`config.mk`:
```
export PLATFORM = sky130hd
export DESIGN_NAME = muldiv_sequencer
export DESIGN_NICKNAME = d
export VERILOG_FILES = /design/src/rtl/muldiv_pkg.sv /design/src/rtl/muldiv_step.sv /design/src/rtl/muldiv_sequencer.sv
export SDC_FILE = /design/constraint.sdc
export NUM_CORES = 1
export LEC_CHECK = 0
export CELL_PAD_IN_SITES_DETAIL_PLACEMENT = 0
export CELL_PAD_IN_SITES_GLOBAL_PLACEMENT = 1
export CORE_MARGIN = 2
export CORE_UTILIZATION = 50
export DETAILED_ROUTE_END_ITERATION = 6
export PLACE_DENSITY = 0.95
export SYNTH_ARGS = -nofsm -noshare
export SYNTH_HDL_FRONTEND = slang
export SYNTH_HIERARCHICAL = 1
export SYNTH_SLANG_ARGS = --single-unit
```
`constraint.sdc`:
```
create_clock -name clk -period 8.17 [get_ports clk]
set_input_delay 1.2255 -clock clk [delete_from_list [all_inputs] [get_ports clk]]
set_output_delay 1.2255 -clock clk [all_outputs]
set_load 0.05 [all_outputs]
```
`src/rtl/muldiv_pkg.sv`:
```
// Shared definitions for the multiply/divide sequencer: control codes,
// FSM state encoding, datapath mode and the control-code decode helper.
package muldiv_pkg;

    localparam logic [3:0] CTL_MULTU = 4'b1100;
    localparam logic [3:0] CTL_DIVU  = 4'b1101;
    localparam logic [3:0] CTL_MULT  = 4'b1110;
    localparam logic [3:0] CTL_DIV   = 4'b1111;

    typedef enum logic [1:0] {
        IDLE = 2'd0,
        PREP = 2'd1,
        RUN  = 2'd2,
        FIX  = 2'd3
    } state_e;

    typedef enum logic {
        MODE_MUL = 1'b0,
        MODE_DIV = 1'b1
    } mode_e;

    function automatic logic is_muldiv(input logic [3:0] control);
        return (control & 4'b1100) == 4'b1100;
    endfunction

endpackage

```
`src/rtl/muldiv_step.sv`:
```
// One combinational iteration of the unsigned datapath: shift-add multiply
// (multiplier held in the low half of acc) or restoring shift-subtract divide.
module muldiv_step
    import muldiv_pkg::*;
#(
    parameter int WIDTH = 32
) (
    input  logic [2*WIDTH-1:0] acc,
    input  logic [WIDTH-1:0]   operand,
    input  mode_e              mode,
    output logic [2*WIDTH-1:0] acc_next
);

    logic [WIDTH:0] add_sum;
    logic [WIDTH:0] rem_shift;
    logic [WIDTH:0] rem_diff;

    always_comb begin
        add_sum   = {1'b0, acc[2*WIDTH-1:WIDTH]} + (acc[0] ? {1'b0, operand} : '0);
        rem_shift = acc[2*WIDTH-1:WIDTH-1];
        rem_diff  = rem_shift - {1'b0, operand};
        if (mode == MODE_MUL) begin
            acc_next = {add_sum, acc[WIDTH-1:1]};
        end else if (rem_diff[WIDTH]) begin
            // Borrow out: divisor did not fit, restore and shift in a zero.
            acc_next = {rem_shift[WIDTH-1:0], acc[WIDTH-2:0], 1'b0};
        end else begin
            acc_next = {rem_diff[WIDTH-1:0], acc[WIDTH-2:0], 1'b1};
        end
    end

endmodule

```
`src/rtl/muldiv_sequencer.sv`:
```
// Multi-cycle MULTU/DIVU/MULT/DIV sequencer (IDLE->PREP->RUN->FIX), one bit per clock.
// Define MULDIV_SIGNED_EN to run 1110/1111 as signed; otherwise they alias 1100/1101.
module muldiv_sequencer
    import muldiv_pkg::*;
#(
    parameter int WIDTH = 32
) (
    input  logic             clk,
    input  logic             rst,
    input  logic             start,
    input  logic [3:0]       control,
    input  logic [WIDTH-1:0] in1,
    input  logic [WIDTH-1:0] in2,
    output logic             busy,
    output logic             done,
    output logic             dz,
    output logic [WIDTH-1:0] hi,
    output logic [WIDTH-1:0] lo
);

`ifdef MULDIV_SIGNED_EN
    localparam logic SIGNED_EN = 1'b1;
`else
    localparam logic SIGNED_EN = 1'b0;
`endif

    localparam int               CNT_W     = $clog2(WIDTH) + 1;
    localparam logic [CNT_W-1:0] LAST_ITER = CNT_W'(WIDTH - 1);

    state_e             state_q, state_d;
    logic [CNT_W-1:0]   cnt_q, cnt_d;
    logic               busy_q, busy_d;
    logic               done_q, done_d;
    logic               dz_q, dz_d;
    logic               dz_pend_q, dz_pend_d;
    logic [WIDTH-1:0]   hi_q, hi_d;
    logic [WIDTH-1:0]   lo_q, lo_d;
    mode_e              mode_q, mode_d;
    logic               sgn_q, sgn_d;
    logic               neg_lo_q, neg_lo_d;
    logic               neg_hi_q, neg_hi_d;

    logic [WIDTH-1:0]   a_q, a_d;
    logic [WIDTH-1:0]   b_q, b_d;
    logic [WIDTH-1:0]   op_q, op_d;
    logic [2*WIDTH-1:0] acc_q, acc_d;

    logic [2*WIDTH-1:0] step_acc;
    logic [WIDTH-1:0]   mag_a;
    logic [WIDTH-1:0]   mag_b;

    function automatic logic [WIDTH-1:0] magnitude(input logic signed [WIDTH-1:0] v,
                                                   input logic use_sign);
        return (use_sign && v < 0) ? WIDTH'(-v) : WIDTH'(v);
    endfunction

    function automatic logic [WIDTH-1:0] apply_sign(input logic [WIDTH-1:0] v,
                                                    input logic neg);
        return neg ? -v : v;
    endfunction

    function automatic logic [2*WIDTH-1:0] apply_sign_wide(input logic [2*WIDTH-1:0] v,
                                                           input logic neg);
        return neg ? -v : v;
    endfunction

    muldiv_step #(
        .WIDTH   (WIDTH)
    ) u_step (
        .acc      (acc_q),
        .operand  (op_q),
        .mode     (mode_q),
        .acc_next (step_acc)
    );

    assign mag_a = magnitude(a_q, sgn_q);
    assign mag_b = magnitude(b_q, sgn_q);

    always_comb begin
        state_d   = state_q;
        cnt_d     = cnt_q;
        busy_d    = busy_q;
        done_d    = 1'b0;
        dz_d      = dz_q;
        dz_pend_d = dz_pend_q;
        hi_d      = hi_q;
        lo_d      = lo_q;
        mode_d    = mode_q;
        sgn_d     = sgn_q;
        neg_lo_d  = neg_lo_q;
        neg_hi_d  = neg_hi_q;
        a_d       = a_q;
        b_d       = b_q;
        op_d      = op_q;
        acc_d     = acc_q;

        case (state_q)
            IDLE: begin
                if (start && is_muldiv(control)) begin
                    a_d     = in1;
                    b_d     = in2;
                    mode_d  = control[0] ? MODE_DIV : MODE_MUL;
                    sgn_d   = SIGNED_EN & control[1];
                    busy_d  = 1'b1;
                    state_d = PREP;
                end
            end
            PREP: begin
                cnt_d     = '0;
                dz_pend_d = 1'b0;
                // Quotient/product sign from both operands; remainder follows the dividend.
                neg_lo_d  = sgn_q & (a_q[WIDTH-1] ^ b_q[WIDTH-1]);
                neg_hi_d  = sgn_q & a_q[WIDTH-1];
                if (mode_q == MODE_MUL) begin
                    op_d    = mag_a;
                    acc_d   = {{WIDTH{1'b0}}, mag_b};
                    state_d = RUN;
                end else if (b_q == '0) begin
                    dz_pend_d = 1'b1;
                    state_d   = FIX;
                end else begin
                    op_d    = mag_b;
                    acc_d   = {{WIDTH{1'b0}}, mag_a};
                    state_d = RUN;
                end
            end
            RUN: begin
                acc_d = step_acc;
                cnt_d = cnt_q + 1'b1;
                if (cnt_q == LAST_ITER) begin
                    state_d = FIX;
                end
            end
            FIX: begin
                busy_d  = 1'b0;
                done_d  = 1'b1;
                state_d = IDLE;
                if (dz_pend_q) begin
                    dz_d = 1'b1;
                    hi_d = a_q;
                    lo_d = '1;
                end else if (mode_q == MODE_MUL) begin
                    dz_d         = 1'b0;
                    {hi_d, lo_d} = apply_sign_wide(acc_q, neg_lo_q);
                end else begin
                    dz_d = 1'b0;
                    lo_d = apply_sign(acc_q[WIDTH-1:0], neg_lo_q);
                    hi_d = apply_sign(acc_q[2*WIDTH-1:WIDTH], neg_hi_q);
                end
            end
            default: state_d = IDLE;
        endcase
    end

    always_ff @(posedge clk or posedge rst) begin
        if (rst) begin
            state_q   <= IDLE;
            cnt_q     <= '0;
            busy_q    <= 1'b0;
            done_q    <= 1'b0;
            dz_q      <= 1'b0;
            dz_pend_q <= 1'b0;
            hi_q      <= '0;
            lo_q      <= '0;
            mode_q    <= MODE_MUL;
            sgn_q     <= 1'b0;
            neg_lo_q  <= 1'b0;
            neg_hi_q  <= 1'b0;
        end else begin
            state_q   <= state_d;
            cnt_q     <= cnt_d;
            busy_q    <= busy_d;
            done_q    <= done_d;
            dz_q      <= dz_d;
            dz_pend_q <= dz_pend_d;
            hi_q      <= hi_d;
            lo_q      <= lo_d;
            mode_q    <= mode_d;
            sgn_q     <= sgn_d;
            neg_lo_q  <= neg_lo_d;
            neg_hi_q  <= neg_hi_d;
        end
    end

    // Operand and accumulator storage is only meaningful while the FSM is active.
    always_ff @(posedge clk) begin
        a_q   <= a_d;
        b_q   <= b_d;
        op_q  <= op_d;
        acc_q <= acc_d;
    end

    assign busy = busy_q;
    assign done = done_q;
    assign dz   = dz_q;
    assign hi   = hi_q;
    assign lo   = lo_q;

endmodule

```
After elaboration in Yosys (flattened, before gate mapping)
Cells that the tools add are included.
{ "op_classes": {"addsub": 3, "eq_ne": 9, "mux": 23, "n_reduce_logical": 10} }
{ "op_table": {"columns": ["cell", "n"], "rows": [
  ["$mux 64", 4],
  ["$mux 32", 5],
  ["$pmux 64 s2", 1],
  ["$add 32x33->33", 1],
  ["$sub 33x32->33", 1],
  ["$logic_not 32->1", 1],
  ["$pmux 6 s2", 1],
  ["$reduce_and 2->1", 5],
  ["$mux 1", 8],
  ["$pmux 2 s4", 1],
  ["$add 6x1->6 const B", 1],
  ["$eq 2x2->1 const B", 3],
  ["$eq 6x5->1 const B", 1],
  ["$ne 2x2->1 const B", 3],
  ["$mux 2", 2],
  ["$reduce_bool 2->1", 2],
  ["$ne 3x3->1 const B", 1],
  ["$eq 2x1->1 const B", 1],
  ["$logic_not 2->1", 1],
  ["$pmux 1 s2", 1],
  ["$logic_and 1x1->1", 1]
]} }
{ "totals": {"register_bits": 237, "in_bits": 71} }

Logic depth before layout (Yosys ltp)
Gate-level depths: netlist (run 1).
{ "logic_depth": {"word_depth": 4, "depth_mapped": 15, "depth_no_buf": 13} }

Modules after synthesis
The synthesis (run 1) kept the hierarchy.
{ "by_module_without_submodules": {"columns": ["module", "n_inst", "cells_per_inst", "area_per_inst_um2", "seq_area_each_um2"], "rows": [
  ["muldiv_sequencer", 1, 630, 9374.0, 6731.5],
  ["muldiv_step", 1, 676, 4678.2, 0.0]
]} }

Least setup slack after synthesis (run 1)
Ideal clock, no wire load.
{ "synth_path": {"path_type": "input to register", "from": "input port start", "to": "register state_q[0]", "setup_ns": 0.088, "t_arrival_ns": 4.736, "t_required_ns": 8.082, "slack_ns": 3.346, "stages": 4, "path_buffers": 0, "cell_sequence": "nand3_1 > nor2_1 > o21ai_0 > o211ai_2"} }
{ "synth_via": {"elab_chain_len": 3} }
{ "synth_lines": {"columns": ["element", "line", "source"], "rows": [
  ["start, declared", "muldiv_sequencer.sv:10", "input logic start,"],
  ["$logic_and 1x1->1", "muldiv_sequencer.sv:99", "if (start && is_muldiv(control)) begin"],
  ["$ne 2x2->1 (no line)", null, null],
  ["$reduce_and 2->1 (no line)", null, null],
  ["end signal, assigned", "muldiv_sequencer.sv:170", "state_q <= state_d;"],
  ["end, declared", "muldiv_sequencer.sv:30", "state_e state_q, state_d;"]
]} }
Every way passes these cells.
A chain may end at the register's enable or synchronous reset.

Worst setup path after layout (run 1)
{ "layout_path": {"from": "register acc_q[31]", "to": "register acc_q[41] (data pin)"} }
{ "layout_via": {"elab_chain_len": 4} }
{ "layout_lines": {"columns": ["element", "line", "source"], "rows": [
  ["start, declared", "muldiv_sequencer.sv:46", "logic [2*WIDTH-1:0] acc_q, acc_d;"],
  ["start signal, assigned", "muldiv_sequencer.sv:190", "acc_q <= acc_d;"],
  ["$sub 33x32->33", "muldiv_step.sv:21", "rem_diff = rem_shift - {1'b0, operand};"],
  ["$mux 64", "muldiv_step.sv:24", "end else if (rem_diff[WIDTH]) begin"],
  ["$mux 64", "muldiv_step.sv:22", "if (mode == MODE_MUL) begin"],
  ["named net step_acc[41]", "muldiv_sequencer.sv:48", "logic [2*WIDTH-1:0] step_acc;"],
  ["$pmux 64 s2", "muldiv_sequencer.sv:97", "case (state_q)"]
]} }
The timed path passes the listed nets, and every way through them passes these cells.

==> results of run 1 <==
## layout make-up
type | count | area share
flip-flops and latches | 237 | 0.408
clock buffers | 33 | 0.0434
inverters | 59 | 0.0135
clock inverters | 15 | 0.00825
well taps | 378 | 0.0286
multi-input cells | 941 | 0.412
repair buffers | 146 | 0.0869
## placed cells by master (no fill, tap or decap), drive strengths merged, types with 66 or more instances in the layout
master,n
dfrtp,77
mux2,66
and2,70
mux2i,97
a21oi,106
clkdlybuf4s50,136
nand2,97
ha,69
edfxtp,160
o21ai,68
nor2,81
## worst register-to-register path, cell delays in order, from the launching register on
cell and delay, ns:
edfxtp_1 0.35, inv_1 0.07, ha_1 0.23, fa_1 0.41
inv_1 0.09, a21oi_1 0.06, o21ai_0 0.39, a21o_2 0.30
a21oi_2 0.14, nor4_1 0.43, or3_1 0.53, buf_4 0.46
mux2i_1 0.29, a21oi_1 0.08, and2_1 0.19
## worst max-delay path by stage
stage	start	endpoint	slack, ns	cells after the start
6_report	acc_q[31]	acc_q[41]	3.90	14
2_1_floorplan	start	state_q[0]	3.35	4
3_3_place_gp	acc_q[31]	acc_q[38]	4.07	14
5_1_grt	acc_q[0]	acc_q[51]	3.68	12
4_1_cts	acc_q[31]	acc_q[47]	3.97	14
3_5_place_dp	acc_q[31]	acc_q[44]	4.03	14
## through the flow
stage | area [um^2] | utilization
after global routing | 16500 | 0.597
final | 16500 | 0.597
after detailed placement | 15700 | 0.566
after CTS | 16500 | 0.597
after global placement | 15700 | 0.566
after floorplan | 14100 | -
## state kept, by name, summed over array words and instances (netlist names)
signal and cells:
a_q 32, cnt_q 6, lo 32, state_q 2
dz_pend_q 1, busy 1, op_q 32, b_q 32
acc_q 64, hi 32, done 1, dz 1
mode_q 1
## layer usage
layer  vias up  track usage  wire length [um]
met5         -            0                 0
met4         0       0.0965              1540
met3        79       0.0308              2120
met2       374        0.425             17500
met1      5103        0.334             15600
li1       5010            -                 -
## logic make-up after synthesis
family | count (synthesis) | share of synthesized area
AO/OA/AOI/OAI | 321 | 0.146
AND/OR/NAND/NOR | 331 | 0.115
XOR/XNOR | 55 | 0.0343
adder cells (fa/ha/maj) | 71 | 0.0643
flip-flops | 237 | 0.479
multiplexers | 163 | 0.122
buffers and inverters | 128 | 0.0393
==> run_summary.xml, run 1 <==
<?xml version="1.0" encoding="UTF-8"?>
<metrics>
  <group name="layout">
    <metric name="final_net_count" unit="">1553</metric>
    <metric name="final-instance-count-excl-fill" unit="">1809</metric>
    <metric name="num-fill-cells" unit="">2263</metric>
    <metric name="drive_gt1_frac" unit="">0.0832</metric>
    <metric name="area_growth_syn_to_layout" unit="%">17.6</metric>
    <metric name="final-seq-area" unit="um^2">6740</metric>
    <metric name="n_antenna_cell" unit="">0</metric>
    <metric name="multi_input_combinational_cell_area" unit="um^2">6810</metric>
  </group>
  <group name="min_path">
    <metric name="whs_endpoint" unit="">lo[29]</metric>
    <metric name="hold_class" unit="">reg2reg</metric>
    <metric name="hold-path-cell-count" unit="">1</metric>
    <metric name="startpoint_of_the_most_critical_hold_path" unit="">lo[29]</metric>
  </group>
  <group name="routing">
    <metric name="route.final.wire_length" unit="um">36800</metric>
    <metric name="detail_route.first_pass.iterations" unit="">5</metric>
    <metric name="detail_route_antenna_nets" unit="">0</metric>
    <metric name="routed_via_density" unit="">5.84</metric>
    <metric name="detailedRoute.firstIterationViolations" unit="">975</metric>
    <metric name="drt_drc_violations_left" unit="">0</metric>
    <metric name="post_drt_wl_per_cell" unit="um">20.3</metric>
    <metric name="vias" unit="">10600</metric>
  </group>
  <group name="yosys">
    <metric name="ys.flop_type" unit="">edfxtp_1</metric>
    <metric name="synth-seq-cells" unit="">237</metric>
    <metric name="synth_common_cells" unit="">edfxtp_1 (160), a21oi_1 (104), mux2i_1 (97), nand2_1 (97), nor2_1 (81)</metric>
    <metric name="synth.lib_cells_used.distinct" unit="">66</metric>
    <metric name="postSynthNetCount" unit="">1448</metric>
    <metric name="synth.top_cell.area_share" unit="">0.342</metric>
    <metric name="synth_area_leaders" unit="">edfxtp_1 (34%), dfrtp_1 (14%), mux2i_1 (6.9%), ha_1 (6.1%), mux2_2 (3.9%)</metric>
    <metric name="synth.most_common_cell" unit="">edfxtp_1</metric>
    <metric name="share_of_synthesized_area_occupied_by_flip_flops_and_latches" unit="">0.479</metric>
    <metric name="synthCells" unit="">1306</metric>
    <metric name="syn_std_cell_area" unit="um^2">14100</metric>
    <metric name="synth_warnings" unit="">6</metric>
    <metric name="synth_enable_flop_cells" unit="">160</metric>
    <metric name="synthesis.area_per_instance" unit="um^2">10.8</metric>
    <metric name="fraction_of_registers_with_async_set_or_reset_after_synthesis" unit="">0.325</metric>
    <metric name="synth_area_leader_cell" unit="">edfxtp_1</metric>
  </group>
  <group name="timing">
    <metric name="rsz0062_at_grt" unit="">false</metric>
    <metric name="timing.max_slew.rel_slack" unit="">0.198</metric>
    <metric name="final_max_slew_viol_count" unit="">0</metric>
    <metric name="fin_setup_tns" unit="ns">0</metric>
    <metric name="setup_viol" unit="">0</metric>
    <metric name="final.setup.worst_slack" unit="ns">3.90</metric>
    <metric name="tmin_final" unit="ns">4.27</metric>
    <metric name="max_freq" unit="MHz">234</metric>
    <metric name="worst-slew-pin-transition" unit="ns">1.20</metric>
    <metric name="final_min_period_over_clock_period" unit="">0.523</metric>
    <metric name="fin_hold_viols" unit="">0</metric>
    <metric name="hold_ws" unit="ns">0.500</metric>
    <metric name="fin_worst_skew" unit="ns">0.0188</metric>
  </group>
  <group name="grt">
    <metric name="groute.usage.overall" unit="">0.253</metric>
    <metric name="grt_start_max_net_pins" unit="">101</metric>
    <metric name="grt_pass1_vias" unit="">10500</metric>
    <metric name="grt_antenna_before_repair" unit="">0</metric>
    <metric name="grt_overflow_total" unit="">0</metric>
    <metric name="grt_first_pass_wirelength" unit="um">57700</metric>
  </group>
  <group name="worst_setup_path">
    <metric name="timing.critical_path.slowest_cell_delay" unit="ns">0.53</metric>
    <metric name="worst_setup_path_end_kind" unit="">register</metric>
    <metric name="crit_required" unit="ns">8.47</metric>
    <metric name="crit_path_start_kind" unit="">register</metric>
    <metric name="critical_path.reg2reg.endpoint" unit="">acc_q[41]</metric>
    <metric name="setup.worst_path.class" unit="">reg2reg</metric>
    <metric name="crit-reg2reg-launch" unit="">acc_q[31]</metric>
    <metric name="worstPathMaxFanout" unit="">22</metric>
    <metric name="arrival" unit="ns">4.57</metric>
    <metric name="crit_buf_inv" unit="">3</metric>
    <metric name="cpLargestDelayFamily" unit="">simple AND/OR/NAND/NOR gates</metric>
    <metric name="timing.critical_path.cells" unit="">inv_1, ha_1, fa_1, inv_1, a21oi_1, o21ai_0, a21o_2, a21oi_2, nor4_1, or3_1, buf_4, mux2i_1, a21oi_1, and2_1</metric>
    <metric name="r2r_cells" unit="">14</metric>
    <metric name="worst_path_max_delay_cell" unit="">or3_1</metric>
    <metric name="r2r_slack" unit="ns">3.90</metric>
  </group>
  <group name="place">
    <metric name="gp_congestion" unit="">0.885</metric>
    <metric name="instance_count_after_placement_with_tap_cells_included" unit="">1761</metric>
    <metric name="hpwlAfterDp" unit="um">26000</metric>
    <metric name="place_ws" unit="ns">4.03</metric>
    <metric name="io_buffer_count" unit="">136</metric>
  </group>
  <group name="clock_tree">
    <metric name="clock_path_buffers" unit="">3</metric>
    <metric name="cts.hold.buffers_added" unit="">0</metric>
    <metric name="post_cts.repair.setup_buffers" unit="">0</metric>
    <metric name="cts_tree" unit="">yes</metric>
    <metric name="insertion_delay" unit="ns">0.55</metric>
    <metric name="cts.root.buffer_cell" unit="">clkbuf_16</metric>
    <metric name="htree_num_levels" unit="">1</metric>
    <metric name="clock_transition_at_the_registers_of_the_reported_paths" unit="ns">0.06</metric>
    <metric name="post_cts_resized" unit="">0</metric>
    <metric name="cts_inserted_buffers" unit="">26</metric>
    <metric name="cts_num_sinks" unit="">237</metric>
  </group>
  <group name="floorplan">
    <metric name="floorplan.core_area" unit="um^2">27700</metric>
    <metric name="design.portCount" unit="">138</metric>
    <metric name="dieArea" unit="um^2">29500</metric>
    <metric name="initial_utilization" unit="">0.507</metric>
    <metric name="die_height" unit="um">172</metric>
    <metric name="die_width" unit="um">172</metric>
    <metric name="rows" unit="">61</metric>
  </group>
  <group name="job">
    <metric name="drv_cap" unit="">0</metric>
  </group>
  <group name="status">
    <metric name="run_status" unit="">finished, final reports clean</metric>
  </group>
</metrics>
Power of run 1 is left out: the tool's default activity adds up to more than one toggle a clock period on the data nets, which glitch-free logic cannot reach.
==> run 2: changes to the inputs <==
CORE_UTILIZATION = 42   (was 50)
PLACE_DENSITY = 0.88   (was 0.95)
clock period = 3.63 ns   (was 8.17 ns; I/O delays follow)
==> run 2 against run 1 <==
Compared with the run above: first-iteration DRC count decreased by 18%; non-clock buffer count increased by 42; sequential cell count unchanged; routed wire length increased by 2.2%; register-to-register slack got worse by 3.7 ns; utilization decreased by 7.5 points.
==> run_summary.xml, run 2 (synthesis gave the netlist of run 1 again) <==
<?xml version="1.0" encoding="UTF-8"?>
<metrics>
  <group name="layout">
    <metric name="num-fill-cells" unit="">2917</metric>
    <metric name="final_net_count" unit="">1596</metric>
    <metric name="drive_gt1_frac" unit="">0.115</metric>
    <metric name="mostFrequentLayoutCell" unit="">edfxtp_1</metric>
    <metric name="n_antenna_cell" unit="">0</metric>
    <metric name="area_growth_syn_to_layout" unit="%">21.4</metric>
    <metric name="max_ffs_per_register" unit="">64</metric>
    <metric name="layout_common_cells" unit="">edfxtp_1 (160), clkdlybuf4s50_1 (136), a21oi_1 (104), mux2i_1 (97), nand2_1 (97)</metric>
    <metric name="max_flop_register" unit="">acc_q</metric>
    <metric name="fin_area" unit="um^2">17100</metric>
    <metric name="final-instance-count-excl-fill" unit="">1917</metric>
  </group>
  <group name="worst_setup_path">
    <metric name="crit_path_start_kind" unit="">register</metric>
    <metric name="worst_setup_path_end_kind" unit="">register</metric>
    <metric name="setup.worst_path.class" unit="">reg2reg</metric>
    <metric name="crit_required" unit="ns">3.94</metric>
    <metric name="arrival" unit="ns">3.73</metric>
    <metric name="r2r_cells" unit="">15</metric>
    <metric name="worstPathMaxFanout" unit="">5</metric>
  </group>
  <group name="routing">
    <metric name="detail_route_antenna_nets" unit="">0</metric>
    <metric name="drt_drc_violations_left" unit="">0</metric>
    <metric name="routed_via_density" unit="">5.56</metric>
    <metric name="detailedRoute.firstIterationViolations" unit="">803</metric>
    <metric name="detail_route.first_pass.iterations" unit="">5</metric>
    <metric name="vias" unit="">10700</metric>
    <metric name="post_drt_wl_per_cell" unit="um">19.6</metric>
    <metric name="route.final.wire_length" unit="um">37600</metric>
  </group>
  <group name="clock_tree">
    <metric name="cts.root.buffer_cell" unit="">clkbuf_16</metric>
    <metric name="cts.hold.buffers_added" unit="">0</metric>
    <metric name="post_cts.repair.setup_buffers" unit="">0</metric>
    <metric name="clock_path_buffers" unit="">3</metric>
    <metric name="clock_transition_at_the_registers_of_the_reported_paths" unit="ns">0.06</metric>
    <metric name="insertion_delay" unit="ns">0.56</metric>
    <metric name="cts_num_sinks" unit="">237</metric>
    <metric name="htree_num_levels" unit="">1</metric>
    <metric name="cts_inserted_buffers" unit="">27</metric>
    <metric name="cts_tree" unit="">yes</metric>
    <metric name="post_cts_resized" unit="">0</metric>
  </group>
  <group name="place">
    <metric name="dpl_cell_area" unit="um^2">16100</metric>
    <metric name="io_buffer_count" unit="">136</metric>
    <metric name="hpwlAfterDp" unit="um">27500</metric>
    <metric name="gp_congestion" unit="">0.891</metric>
    <metric name="instance_count_after_placement_with_tap_cells_included" unit="">1867</metric>
  </group>
  <group name="grt">
    <metric name="grt_pass1_vias" unit="">10800</metric>
    <metric name="grt_overflow_total" unit="">0</metric>
    <metric name="grt_start_max_net_pins" unit="">159</metric>
    <metric name="grt_first_pass_wirelength" unit="um">59100</metric>
    <metric name="groute.usage.overall" unit="">0.211</metric>
    <metric name="grt_antenna_before_repair" unit="">1</metric>
  </group>
  <group name="floorplan">
    <metric name="die_width" unit="um">187</metric>
    <metric name="die_height" unit="um">187</metric>
    <metric name="initial_utilization" unit="">0.430</metric>
    <metric name="dieArea" unit="um^2">34900</metric>
    <metric name="floorplan.core_area" unit="um^2">32700</metric>
    <metric name="rows" unit="">66</metric>
    <metric name="design.portCount" unit="">138</metric>
  </group>
  <group name="job">
    <metric name="drv_cap" unit="">0</metric>
  </group>
  <group name="timing">
    <metric name="hold_ws" unit="ns">0.290</metric>
    <metric name="final_min_period_over_clock_period" unit="">0.942</metric>
    <metric name="final_max_slew_viol_count" unit="">0</metric>
    <metric name="setup_viol" unit="">0</metric>
    <metric name="timing.max_slew.rel_slack" unit="">0.204</metric>
    <metric name="fin_hold_viols" unit="">0</metric>
    <metric name="fin_worst_skew" unit="ns">0.0266</metric>
    <metric name="tmin_final" unit="ns">3.42</metric>
    <metric name="fin_setup_tns" unit="ns">0</metric>
    <metric name="max_freq" unit="MHz">292</metric>
    <metric name="worst-slew-pin-transition" unit="ns">1.19</metric>
    <metric name="rsz0062_at_grt" unit="">false</metric>
  </group>
  <group name="power_and_ir_drop">
    <metric name="vdd.ir_drop.worst" unit="mV">0.547</metric>
    <metric name="total_power" unit="mW">19.1</metric>
    <metric name="pwr_density_cell" unit="nW/um^2">1120</metric>
    <metric name="total_leakage_power" unit="nW">6.87</metric>
  </group>
  <group name="min_path">
    <metric name="hold_class" unit="">in2async</metric>
  </group>
  <group name="status">
    <metric name="run_status" unit="">finished, final reports clean</metric>
  </group>
</metrics>
==> run 2: layer usage <==
metal / vias up / track usage / routed length [um]
met5: - / 0 / 0
met4: 0 / 0.0656 / 1200
met3: 69 / 0.0278 / 1800
met2: 319 / 0.351 / 17600
met1: 5191 / 0.287 / 16900
li1: 5086 / - / -
==> run 2: worst max-delay path, stage by stage, from the launching register on <==
cell	delay (ns)
edfxtp_1	0.38
inv_1	0.07
ha_1	0.23
fa_1	0.42
inv_1	0.10
a21oi_1	0.07
o21ai_1	0.14
buf_4	0.15
a21o_2	0.17
a21oi_2	0.11
o21a_1	0.21
or3_4	0.43
buf_4	0.18
mux2i_1	0.12
mux2_2	0.26
and2_1	0.15
==> run 2: report_power, final <==
| group | leakage, nW | internal (mW) | switching (mW) | total, mW |
|---|---|---|---|---|
| clock network | 0.456 | 1.63 | 1.16 | 2.80 |
| logic | 4.02 | 4.65 | 6.68 | 11.3 |
| registers | 2.40 | 4.21 | 0.751 | 4.96 |
| total | 6.87 | 10.5 | 8.59 | 19.1 |
==> run 2: final timing paths <==
check / start / to / slack (ns)
worst max-delay path: acc_q[31] / acc_q[32] / 0.21
worst min-delay path: rst / lo[1] / 0.29
worst max register to register: acc_q[31] / acc_q[32] / 0.21
worst min register to register: lo[12] / lo[12] / 0.50
max in group asynchronous: rst / mode_q / 2.51
min in group clk: lo[12] / lo[12] / 0.50
==> run 2: stage by stage <==
step | setup slack (ns) | utilization
3_3_place_gp | 0.233 | 0.493
3_5_place_dp | 0.162 | 0.493
6_report | 0.210 | 0.522
4_1_cts | 0.131 | 0.521
2_1_floorplan | 0.482 | -
5_1_grt | 0.0104 | 0.522
==> run 2: final cells by class <==
cell class                      instances  area, um^2  area share
Inverter                               59         223      0.0131
Multi-Input combinational cell        941        6840       0.401
Tap cell                              442         553      0.0324
Sequential cell                       237        6740       0.395
Clock inverter                         15         159     0.00932
Clock buffer                           35         757      0.0444
Timing Repair Buffer                  188        1790       0.105
Power figures use the tool's default switching activity.
